**config.mk**
```make
export PLATFORM = sky130hd
export DESIGN_NAME = uart_tx_cfg
export DESIGN_NICKNAME = d
export VERILOG_FILES = /design/src/rtl/uart_tx_cfg.sv
export SDC_FILE = /design/constraint.sdc
export NUM_CORES = 1
export LEC_CHECK = 0
export ABC_AREA = 1
export BUFFER_PORTS_ARGS = -buffer_cell sky130_fd_sc_hd__buf_2
export CAP_MARGIN = 20
export CORE_UTILIZATION = 52
export DETAILED_ROUTE_END_ITERATION = 10
export PLACE_DENSITY_LB_ADDON = 0.05
export SLEW_MARGIN = 15
export SYNTH_ARGS = -nofsm -noshare
export SYNTH_HDL_FRONTEND = slang
export SYNTH_SLANG_ARGS = --single-unit
```
**constraint.sdc**
```tcl
create_clock -name clk -period 4 [get_ports clk]
set_clock_uncertainty 0.15 [all_clocks]
set_input_delay 0.4 -clock clk [delete_from_list [all_inputs] [get_ports clk]]
set_output_delay 0.4 -clock clk [all_outputs]
set_load 0.03 [all_outputs]
```
**src/rtl/uart_tx_cfg.sv**
```systemverilog
// uart_tx_cfg
//   Buffered UART transmitter with a run-time programmable frame format.
//   Words enter over a valid/ready stream into a small FIFO and are sent
//   LSB first: START, DATA_BITS data bits, optional parity, 1 or 2 STOP bits.
//   The frame format (divisor, parity mode, stop bits) is captured when a
//   word leaves the FIFO, so mid-frame configuration changes only affect
//   later frames.
//
// Ports
//   clk         clock, all logic on the rising edge
//   rst         synchronous reset, active high
//   s_valid     producer has a word
//   s_ready     FIFO not full
//   s_data      word to send, bit 0 first on the line
//   cfg_div     clocks per bit (0 behaves as 1)
//   cfg_parity  00 none, 01 even, 10 odd, 11 none
//   cfg_stop2   1 = two stop bits
//   tx_out      serial line, idle high, registered
//   tx_busy     high from the first START clock to the last STOP clock
//   fifo_level  FIFO occupancy
//   frame_done  one-cycle pulse in the last clock of the STOP period
//
// state  | meaning
// IDLE   | line high, waiting for a word in the FIFO
// START  | start bit (low), D clocks
// DATA   | data bits LSB first, D clocks each
// PARITY | parity bit, D clocks (skipped when parity is off)
// STOP   | stop bit(s) high, D or 2*D clocks

module uart_tx_cfg #(
   parameter int DATA_BITS  = 8,
   parameter int FIFO_DEPTH = 4,
   parameter int DIV_W      = 16
) (
   input  logic                          clk,
   input  logic                          rst,
   input  logic                          s_valid,
   output logic                          s_ready,
   input  logic [DATA_BITS-1:0]          s_data,
   input  logic [DIV_W-1:0]              cfg_div,
   input  logic [1:0]                    cfg_parity,
   input  logic                          cfg_stop2,
   output logic                          tx_out,
   output logic                          tx_busy,
   output logic [$clog2(FIFO_DEPTH):0]   fifo_level,
   output logic                          frame_done
);

   localparam int AW = $clog2(FIFO_DEPTH);
   localparam int LW = AW + 1;
   localparam int BW = (DATA_BITS > 1) ? $clog2(DATA_BITS) : 1;

   typedef enum logic [2:0] {IDLE, START, DATA, PARITY, STOP} state_t;

   state_t state, state_nx;

   logic [DATA_BITS-1:0] mem [FIFO_DEPTH];
   logic [AW-1:0]        wr_ptr, rd_ptr;
   logic                 push, pop, empty, full;
   logic [DATA_BITS-1:0] rd_data;

   logic [DIV_W-1:0]     div_cnt, d_lat;
   logic [BW-1:0]        bit_cnt;
   logic [DATA_BITS-1:0] shreg;
   logic                 par_bit, par_en_lat, stop2_lat, stop_cnt;
   logic                 bit_end, bit_last, stop_end, tx_d;

   // FIFO
   assign empty   = (fifo_level == '0);
   assign full    = (fifo_level == LW'(FIFO_DEPTH));
   assign s_ready = !full;
   assign push    = s_valid && s_ready;
   assign rd_data = mem[rd_ptr];

   always_ff @(posedge clk) begin
      if (push)
         mem[wr_ptr] <= s_data;
   end

   always_ff @(posedge clk) begin
      if (rst) begin
         wr_ptr     <= '0;
         rd_ptr     <= '0;
         fifo_level <= '0;
      end else begin
         if (push)
            wr_ptr <= wr_ptr + AW'(1);
         if (pop)
            rd_ptr <= rd_ptr + AW'(1);
         fifo_level <= fifo_level + LW'(push) - LW'(pop);
      end
   end

   // bit timing
   assign bit_end  = (div_cnt == d_lat - DIV_W'(1));
   assign bit_last = (bit_cnt == BW'(DATA_BITS - 1));
   // second stop bit is tracked by stop_cnt so the divisor counter never needs 2*D
   assign stop_end = (state == STOP) && bit_end && (!stop2_lat || stop_cnt);

   // FSM: state register
   always_ff @(posedge clk) begin
      if (rst)
         state <= IDLE;
      else
         state <= state_nx;
   end

   // FSM: next state
   always_comb begin
      state_nx = state;
      pop      = 1'b0;
      case (state)
         IDLE: begin
            if (!empty) begin
               pop      = 1'b1;
               state_nx = START;
            end
         end
         START: begin
            if (bit_end)
               state_nx = DATA;
         end
         DATA: begin
            if (bit_end && bit_last)
               state_nx = par_en_lat ? PARITY : STOP;
         end
         PARITY: begin
            if (bit_end)
               state_nx = STOP;
         end
         STOP: begin
            if (stop_end) begin
               if (!empty) begin
                  pop      = 1'b1;
                  state_nx = START;
               end else begin
                  state_nx = IDLE;
               end
            end
         end
         default: state_nx = IDLE;
      endcase
   end

   // FSM: outputs; tx_d is the line value for the coming cycle
   always_comb begin
      tx_busy    = (state != IDLE);
      frame_done = stop_end;
      tx_d       = 1'b1;
      case (state_nx)
         START:   tx_d = 1'b0;
         // shreg shifts on the same edge, so look one bit ahead when moving on
         DATA:    tx_d = (state == DATA && bit_end) ? shreg[1] : shreg[0];
         PARITY:  tx_d = par_bit;
         default: tx_d = 1'b1;
      endcase
   end

   // datapath
   always_ff @(posedge clk) begin
      if (rst) begin
         tx_out     <= 1'b1;
         div_cnt    <= '0;
         bit_cnt    <= '0;
         stop_cnt   <= 1'b0;
         shreg      <= '0;
         par_bit    <= 1'b0;
         par_en_lat <= 1'b0;
         stop2_lat  <= 1'b0;
         d_lat      <= DIV_W'(1);
      end else begin
         tx_out <= tx_d;
         if (pop) begin
            shreg      <= rd_data;
            par_bit    <= cfg_parity[1] ? ~^rd_data : ^rd_data;
            par_en_lat <= (cfg_parity == 2'b01) || (cfg_parity == 2'b10);
            stop2_lat  <= cfg_stop2;
            d_lat      <= (cfg_div == '0) ? DIV_W'(1) : cfg_div;
            div_cnt    <= '0;
            bit_cnt    <= '0;
            stop_cnt   <= 1'b0;
         end else if (state != IDLE) begin
            if (bit_end) begin
               div_cnt <= '0;
               if (state == DATA && !bit_last) begin
                  bit_cnt <= bit_cnt + BW'(1);
                  shreg   <= shreg >> 1;
               end
               if (state == STOP)
                  stop_cnt <= 1'b1;
            end else begin
               div_cnt <= div_cnt + DIV_W'(1);
            end
         end
      end
   end

endmodule

```
==> results of run 1 <==
[path summary, 6_finish.rpt]
| kind | start | to | slack (ns) | cells past startpoint |
|---|---|---|---|---|
| worst max-delay path | d_lat[0] | fifo_level[1] | 0.70 | 18 |
| worst min-delay path | s_data[2] | mem[1][2] | 0.09 | 1 |
| worst max register to register | d_lat[0] | fifo_level[1] | 0.70 | 18 |
| worst min register to register | stop_cnt | stop_cnt | 0.32 | 2 |
[critical path: cells and delay by family, from the launching register on]
family | cells | cell delay (ns)
DFF | 1 | 0.33
adders and majority gates | 4 | 1.04
and+or+nand+nor | 11 | 1.41
buffers and inverters | 3 | 0.23
[power breakdown]
| group | total (mW) | switching, mW | internal (mW) |
|---|---|---|---|
| registers | 1.37 | 0.196 | 1.17 |
| clock network | 0.627 | 0.378 | 0.249 |
| logic | 2.09 | 1.36 | 0.728 |
[layout make-up]
class | instances | area, µm² | area share (%)
well taps | 129 | 161 | 2.94
multi-input cells | 482 | 2450 | 44.6
inverters | 90 | 338 | 6.14
clock buffers | 9 | 124 | 2.25
clock inverters | 7 | 72.6 | 1.32
flip-flops and latches | 92 | 2160 | 39.3
repair buffers | 37 | 188 | 3.41
[per-layer routing]
layer / GRT usage [%] / routed length (µm) / up-vias
met5: 0 / 0 / -
met4: 9.36 / 259 / 0
met3: 5.01 / 341 / 21
met2: 45.5 / 5830 / 76
met1: 27.7 / 4910 / 1915
li1: - / - / 2223
[registers in the layout, indices dropped and copies added (netlist names), named ones only]
register	cells
bit_cnt	3
par_bit	1
shreg	8
div_cnt	16
mem	32
state	3
stop_cnt	1
tx_out	1
wr_ptr	2
rd_ptr	2
stop2_lat	1
par_en_lat	1
fifo_level	3
d_lat	16
[per-stage QoR]
stage          std cells  worst slack [ns]  power, mW
2_1_floorplan        676             0.971       3.00
3_3_place_gp         830             0.777       3.46
3_5_place_dp         830             0.719       3.47
4_1_cts              846             0.706       4.11
5_1_grt              846             0.385       4.47
6_report             846             0.704       4.08
[logic make-up (layout without fill, tap and decap cells)]
logic type / Yosys count / after routing / share of synthesized area (%)
DFF: 92 / 92 / 43.1
xor gates and xnor gates: 34 / 34 / 5.94
and+or+nand+nor: 378 / 378 / 33.8
AOI/OAI and AO/OA: 59 / 59 / 6.32
buffers and inverters: 102 / 143 / 7.94
adders and majority gates: 11 / 11 / 2.90
[synth_stat cells]
cell type / count / area [µm²]
nor3_4: 2 / 32.5
buf_6: 1 / 11.3
nand4_2: 1 / 12.5
o22a_1: 1 / 8.76
fa_1: 1 / 20.0
nor3_1: 7 / 35.0
nand2_1: 164 / 616
nand3_1: 62 / 310
nand3b_1: 4 / 30.0
and2_1: 1 / 6.26
dfxtp_1: 60 / 1200
clkbuf_1: 7 / 26.3
o21ai_0: 28 / 140
nor2_2: 12 / 75.1
buf_2: 3 / 15.0
edfxtp_1: 32 / 961
o22ai_1: 1 / 6.26
o211ai_4: 1 / 21.3
a21oi_1: 28 / 140
nand4_1: 6 / 37.5
nor2_4: 3 / 33.8
nand2_4: 3 / 33.8
xnor2_1: 14 / 123
nor4_1: 4 / 25.0
xor2_1: 20 / 175
ha_1: 10 / 125
nor2_1: 99 / 372
nand2_2: 5 / 31.3
nor3_2: 2 / 20.0
inv_1: 89 / 334
clkinv_1: 1 / 3.75
buf_4: 1 / 7.51
nand3_2: 1 / 10.0
and3_1: 2 / 12.5
==> metrics.md, run 1 <==
| Metric | Value |
|---|---|
| Status | finished clean |
| CP required | approximately 4.1 ns |
| Tcrit/Tclk final | 82.4% |
| Die width | 100 µm |
| Core Region | 9280 µm² |
| Critical path type | register to register |
| Final Cell Area | 5500 µm² |
| Max cap viols | 0 |
| Most frequent cells in the layout | 164 x nand2_1, 99 x nor2_1, 89 x inv_1, 62 x nand3_1, 60 x dfxtp_1 |
| Most common cell after layout, fill and taps aside | nand2_1 |
| Filler cells | 930 |
| Worst-Margin Slew | 0.849 ns |
| Clk slew on worst S/H paths | 0.10 ns |
| Vias in the first global route | between 4000 and 5000 |
| Num CTS Buffers | 9 |
| CTS resizes | 0 |
| Cell area after placement | 5300 µm² |
| CTS sink count | between 90 and 100 |
| Setup TNS | 0 ns |
| Max Root-Sink Buffers | 2 |
| Gr ovfl total | 0 |
| Fin nets | 753 |
| Die Y-Extent | about 100 µm |
| Final Util | 59.2% |
| Post-synthesis net count | 717 |
| Global-route wire length before repair | 19100 µm |
| CP max-delay cell | fa_1 |
| CP Capture Type | register |
| Sequential share of the synthesized area | 43.1% |
| Worst EP arrival | roughly 3.4 ns |
| Lkg Pwr | 2.46 nW |
| Initial antenna violation count | 0 |
| Number of DRC markers in iteration 0 | approximately 140 |
| Cell count after synthesis | 676 |
| Initial Utilization | 54.0% |
| # diodes | 0 |
| Yosys cell types | 34 |
| Worst path cell trace | inv_1 -> ha_1 -> nand2_2 -> nor2_2 -> nand2_1 -> nand3_1 -> nand2_1 -> nor2_1 -> nand3_1 -> nor2_1 -> nand4_1 -> nand2_2 -> ha_1 -> inv_1 -> ha_1 -> fa_1 -> inv_1 -> nor2_1 |
| CP max FO | 7 |
| Largest net degree at the start of global routing | 27 |
| Top Ports | 37 |
| DRC | 0 |
| Layout area overhead | 9.69% |
| CTS tree | built |
| Min Tclk post-route | 3.30 ns |
| Gpl congestion | 0.862 |
| Skew-Pair Late Insertion Delay | 0.36 ns |
| Rows | 35 |
| Final setup viols | 0 |
| CTS Hold Buffers Added | 0 |
| Slowest cell delay on critical path | 0.42 ns |
| P per Cell Area | 743 nW/µm² |
| Avg Synthesized Cell Area | 7.41 µm² |
| Tot GR Track Use | 24.6% |
| Final HPWL DP | between 8000 and 9000 µm |
| Final WL | between 10000 and 15000 µm |
| I/O Buffers | 36 |
| Number of H-tree levels | 3 |
| Vias post-DR | 4235 |
| Slew headroom | a little over two fifths |
| Synth Warn # | 0 |
| Worst hold path class | input port to register |
| Startpoint Class | register |
| Post-route ant nets | 0 |
| Post-Syn Area | between 5000 and 6000 µm² |
| Avg Vias per Cell | 5.01 |
| Slew Limit Fails | 0 |
| F_max | 303 MHz |
| RSZ-0062 raised after global routing | false |
| Final hold vios | 0 |
| Full die area | ~10000 µm² |
| # Post-CTS Setup Buffers | 0 |
| Drt pass-1 iters | 4 |
| Number of synthesized register bits | 92 |
| Final hold slack | 0.0895 ns |
| Peak supply drop | roughly 380 µV |
| Layout cells sized above 1 | 11.6% |
| WL per Instance | 13.4 µm |
| CTS root buf | clkbuf_8 |
Note: power is estimated with default switching activity, not from simulation.
==> inputs of run 2 (changes only) <==
==> constraint.sdc (replaced) <==
create_clock -name clk -period 2.7 [get_ports clk]
set_clock_uncertainty 0.15 [all_clocks]
set_input_delay 0.27 -clock clk [delete_from_list [all_inputs] [get_ports clk]]
set_output_delay 0.27 -clock clk [all_outputs]
set_load 0.03 [all_outputs]
==> run 2 against run 1 <==
- the flow now finishes with violations (negative setup slack)
- design area is 19% higher
- die area is the same
- routed wire length is 8.4% higher
- register-to-register slack got worse by 0.86 ns
- sequential cell count stayed put
- utilization rose by 11 points
- non-clock buffer count is 77 higher
- hold slack lost 0.083 ns
==> metrics.md, run 2 (synthesis gave the netlist of run 1 again) <==
| Metric | Value |
|---|---|
| Top reg by flops | mem (unchanged) |
| Largest net degree at the start of global routing | 27 (unchanged) |
| Biggest regs | mem (32), d_lat (16), div_cnt (16) (unchanged) |
| Skew-Pair Late Insertion Delay | 0.38 ns (was 0.36 ns) |
| Worst path cell trace | inv_2 -> ha_4 -> nand2_2 -> nor2_4 -> nand3_2 -> nand3_2 -> nand3_1 -> nor2_2 -> nand2_2 -> nor2_4 -> nand4_1 -> nand2_2 -> ha_4 -> inv_4 -> ha_4 -> fa_2 -> inv_2 -> nor2_1 (was inv_1 -> ha_1 -> nand2_2 -> nor2_2 -> nand2_1 -> nand3_1 -> nand2_1 -> nor2_1 -> nand3_1 -> nor2_1 -> nand4_1 -> nand2_2 -> ha_1 -> inv_1 -> ha_1 -> fa_1 -> inv_1 -> nor2_1) |
| I/O Buffers | 36 (unchanged) |
| Clk slew on worst S/H paths | 0.11 ns (was 0.10 ns) |
| Worst EP arrival | 3.02 ns (was 3.39 ns) |
| Die Y-Extent | 100 µm (unchanged) |
| Critical path type | register to register (unchanged) |
| RR Startpoint | d_lat[1] (was d_lat[0]) |
| Tot GR Track Use | 25.6% (was 24.6%) |
| CTS root buf | clkbuf_8 (unchanged) |
| RSZ-0062 raised after global routing | true (was false) |
| Tcrit/Tclk final | 106% (was 82.4%) |
| Most common cell after layout, fill and taps aside | nand2_1 (unchanged) |
| Top Ports | 37 (unchanged) |
| Initial Utilization | 54.0% (unchanged) |
| Number of H-tree levels | 3 (unchanged) |
| Layout cells sized above 1 | 26.9% (was 11.6%) |
| Final setup viols | 2 (was 0) |
| Fin nets | 831 (was 753) |
| DRC | 0 (unchanged) |
| Worst hold stages | 3 (was 1) |
| End of the worst register-to-register path | fifo_level[1] (unchanged) |
| CTS tree | built (unchanged) |
| Core Region | 9280 µm² (unchanged) |
| P per Cell Area | 1120 nW/µm² (was 743 nW/µm²) |
| Lkg Pwr | 2.89 nW (was 2.46 nW) |
| Worst Reg2Reg Path Length in Cells | 18 (unchanged) |
| Flop-to-flop setup slack | -0.15 ns (was 0.70 ns) |
| CP Capture Type | register (unchanged) |
| Drt pass-1 iters | 4 (unchanged) |
| Worst hold path class | input port to register (unchanged) |
| Setup ws final | -0.153 ns (was 0.704 ns) |
| CP max-delay cell | fa_2 (was fa_1) |
| Hold Path End | d_lat[13] (was mem[1][2]) |
| Final HPWL DP | 8790 µm (was 8680 µm) |
| Startpoint Class | register (unchanged) |
| Peak supply drop | 596 µV (was 380 µV) |
| Layout area overhead | 30.2% (was 9.69%) |
| Gr ovfl total | 0 (unchanged) |
| CTS sink count | 92 (unchanged) |
| Slowest cell delay on critical path | 0.52 ns (was 0.42 ns) |
| Rows | 35 (unchanged) |
| Post-Place Cells | 881 (was 830) |
| Final hold vios | 0 (unchanged) |
| Max reg flops | 32 (unchanged) |
| Max cap viols | 0 (unchanged) |
| # diodes | 0 (unchanged) |
| Critical Path Source | d_lat[1] (was d_lat[0]) |
| Num CTS Buffers | 9 (unchanged) |
| CP max FO | 4 (was 7) |
| Max Root-Sink Buffers | 2 (unchanged) |
| Slew Limit Fails | 0 (unchanged) |
| Final Util | 70.3% (was 59.2%) |
| WL per Instance | 13.3 µm (was 13.4 µm) |
| Die width | 100 µm (unchanged) |
| Vias post-DR | 4622 (was 4235) |
| Vias in the first global route | 4507 (was 4144) |
| Worst-Margin Slew | 0.704 ns (was 0.849 ns) |
| Initial antenna violation count | 0 (unchanged) |
| CP required | 2.87 ns (was 4.09 ns) |
| Gpl congestion | 0.909 (was 0.862) |
| Number of DRC markers in iteration 0 | 124 (was 142) |
| Slew headroom | 53.0% (was 43.2%) |
| Post-route ant nets | 0 (unchanged) |
| Global-route wire length before repair | 19900 µm (was 19100 µm) |
| Min Tclk post-route | 2.85 ns (was 3.30 ns) |
| Status | complete, but fails checks (was finished clean) |
| Final WL | 12300 µm (was 11300 µm) |
| Final Non-Filler Cells | 924 (was 846) |
| F_max | 351 MHz (was 303 MHz) |
| Violated checks | negative setup slack |
| Avg Vias per Cell | 5.00 (was 5.01) |
| Most frequent cells in the layout | 146 x nand2_1, 82 x inv_1, 81 x nor2_1, 54 x buf_4, 53 x dfxtp_1 (was 164 x nand2_1, 99 x nor2_1, 89 x inv_1, 62 x nand3_1, 60 x dfxtp_1) |
| Worst hold start | cfg_div[13] (was s_data[2]) |
| Full die area | 10000 µm² (unchanged) |
[run 2: how the worst max path moves through the flow]
stage / to / slack [ns] / cells past startpoint
global route: fifo_level[1] / -0.30 / 17
detailed placement: fifo_level[1] / -0.16 / 17
CTS: fifo_level[1] / -0.10 / 18
finish: fifo_level[1] / -0.15 / 18
floorplan: fifo_level[1] / -0.09 / 19
global placement: fifo_level[1] / -0.1 / 18
[run 2: layout make-up]
class / instances / area [µm²]
clock buffer: 9 / 124
timing repair buffer: 114 / 867
multi-input combinational: 483 / 2770
tap: 129 / 161
clock inverter: 7 / 81.3
fill: 758 / 2760
inverter: 90 / 343
sequential: 92 / 2180
[run 2: worst max-delay path, delay by kind of cell (launching register included)]
kind / cells / cell delay (ns)
flops: 1 / 0.35
simple gates: 11 / 1.18
buf+inv: 3 / 0.13
fa+ha+maj: 4 / 0.98
[run 2: repair_timing]
item / 4_1_cts / 5_1_grt
hold buffers: 17 / 0
gates resized for setup: 39 / 43
cloned: 1 / 0
pin swaps: 19 / 20
endpoints found under the hold margin: 41 / 0
endpoints found under the setup margin: 3 / 22
buffers inserted: 5 / 4
[run 2: where the power goes]
group	total (mW)	internal, mW	leakage [nW]	switching (mW)
clock network	0.949	0.373	0.104	0.576
logic	4.36	1.84	2.00	2.52
registers	2.01	1.75	0.787	0.263
[run 2: stage by stage]
stage | setup slack [ns] | setup TNS, ns | area (µm²) | hold slack, ns | power (mW)
after floorplan | -0.0885 | -0.133 | 5090 | 0.219 | 4.56
after global placement | -0.0977 | -0.151 | 5780 | 0.292 | 5.60
after detailed placement | -0.156 | -0.270 | 5780 | 0.295 | 5.65
after CTS | -0.101 | -0.156 | 6340 | 0.00123 | 6.92
after global routing | -0.296 | -0.710 | 6530 | 0.00739 | 7.87
final | -0.153 | -0.254 | 6530 | 0.00629 | 7.32
[run 2: routing by layer]
layer  global-route usage (%)  vias up  wire length (µm)
li1                         -     2374                 -
met1                     29.8     2113              5320
met2                     45.6      102              6140
met3                     4.46       33               386
met4                     12.0        0               450
met5                        0        -                 0
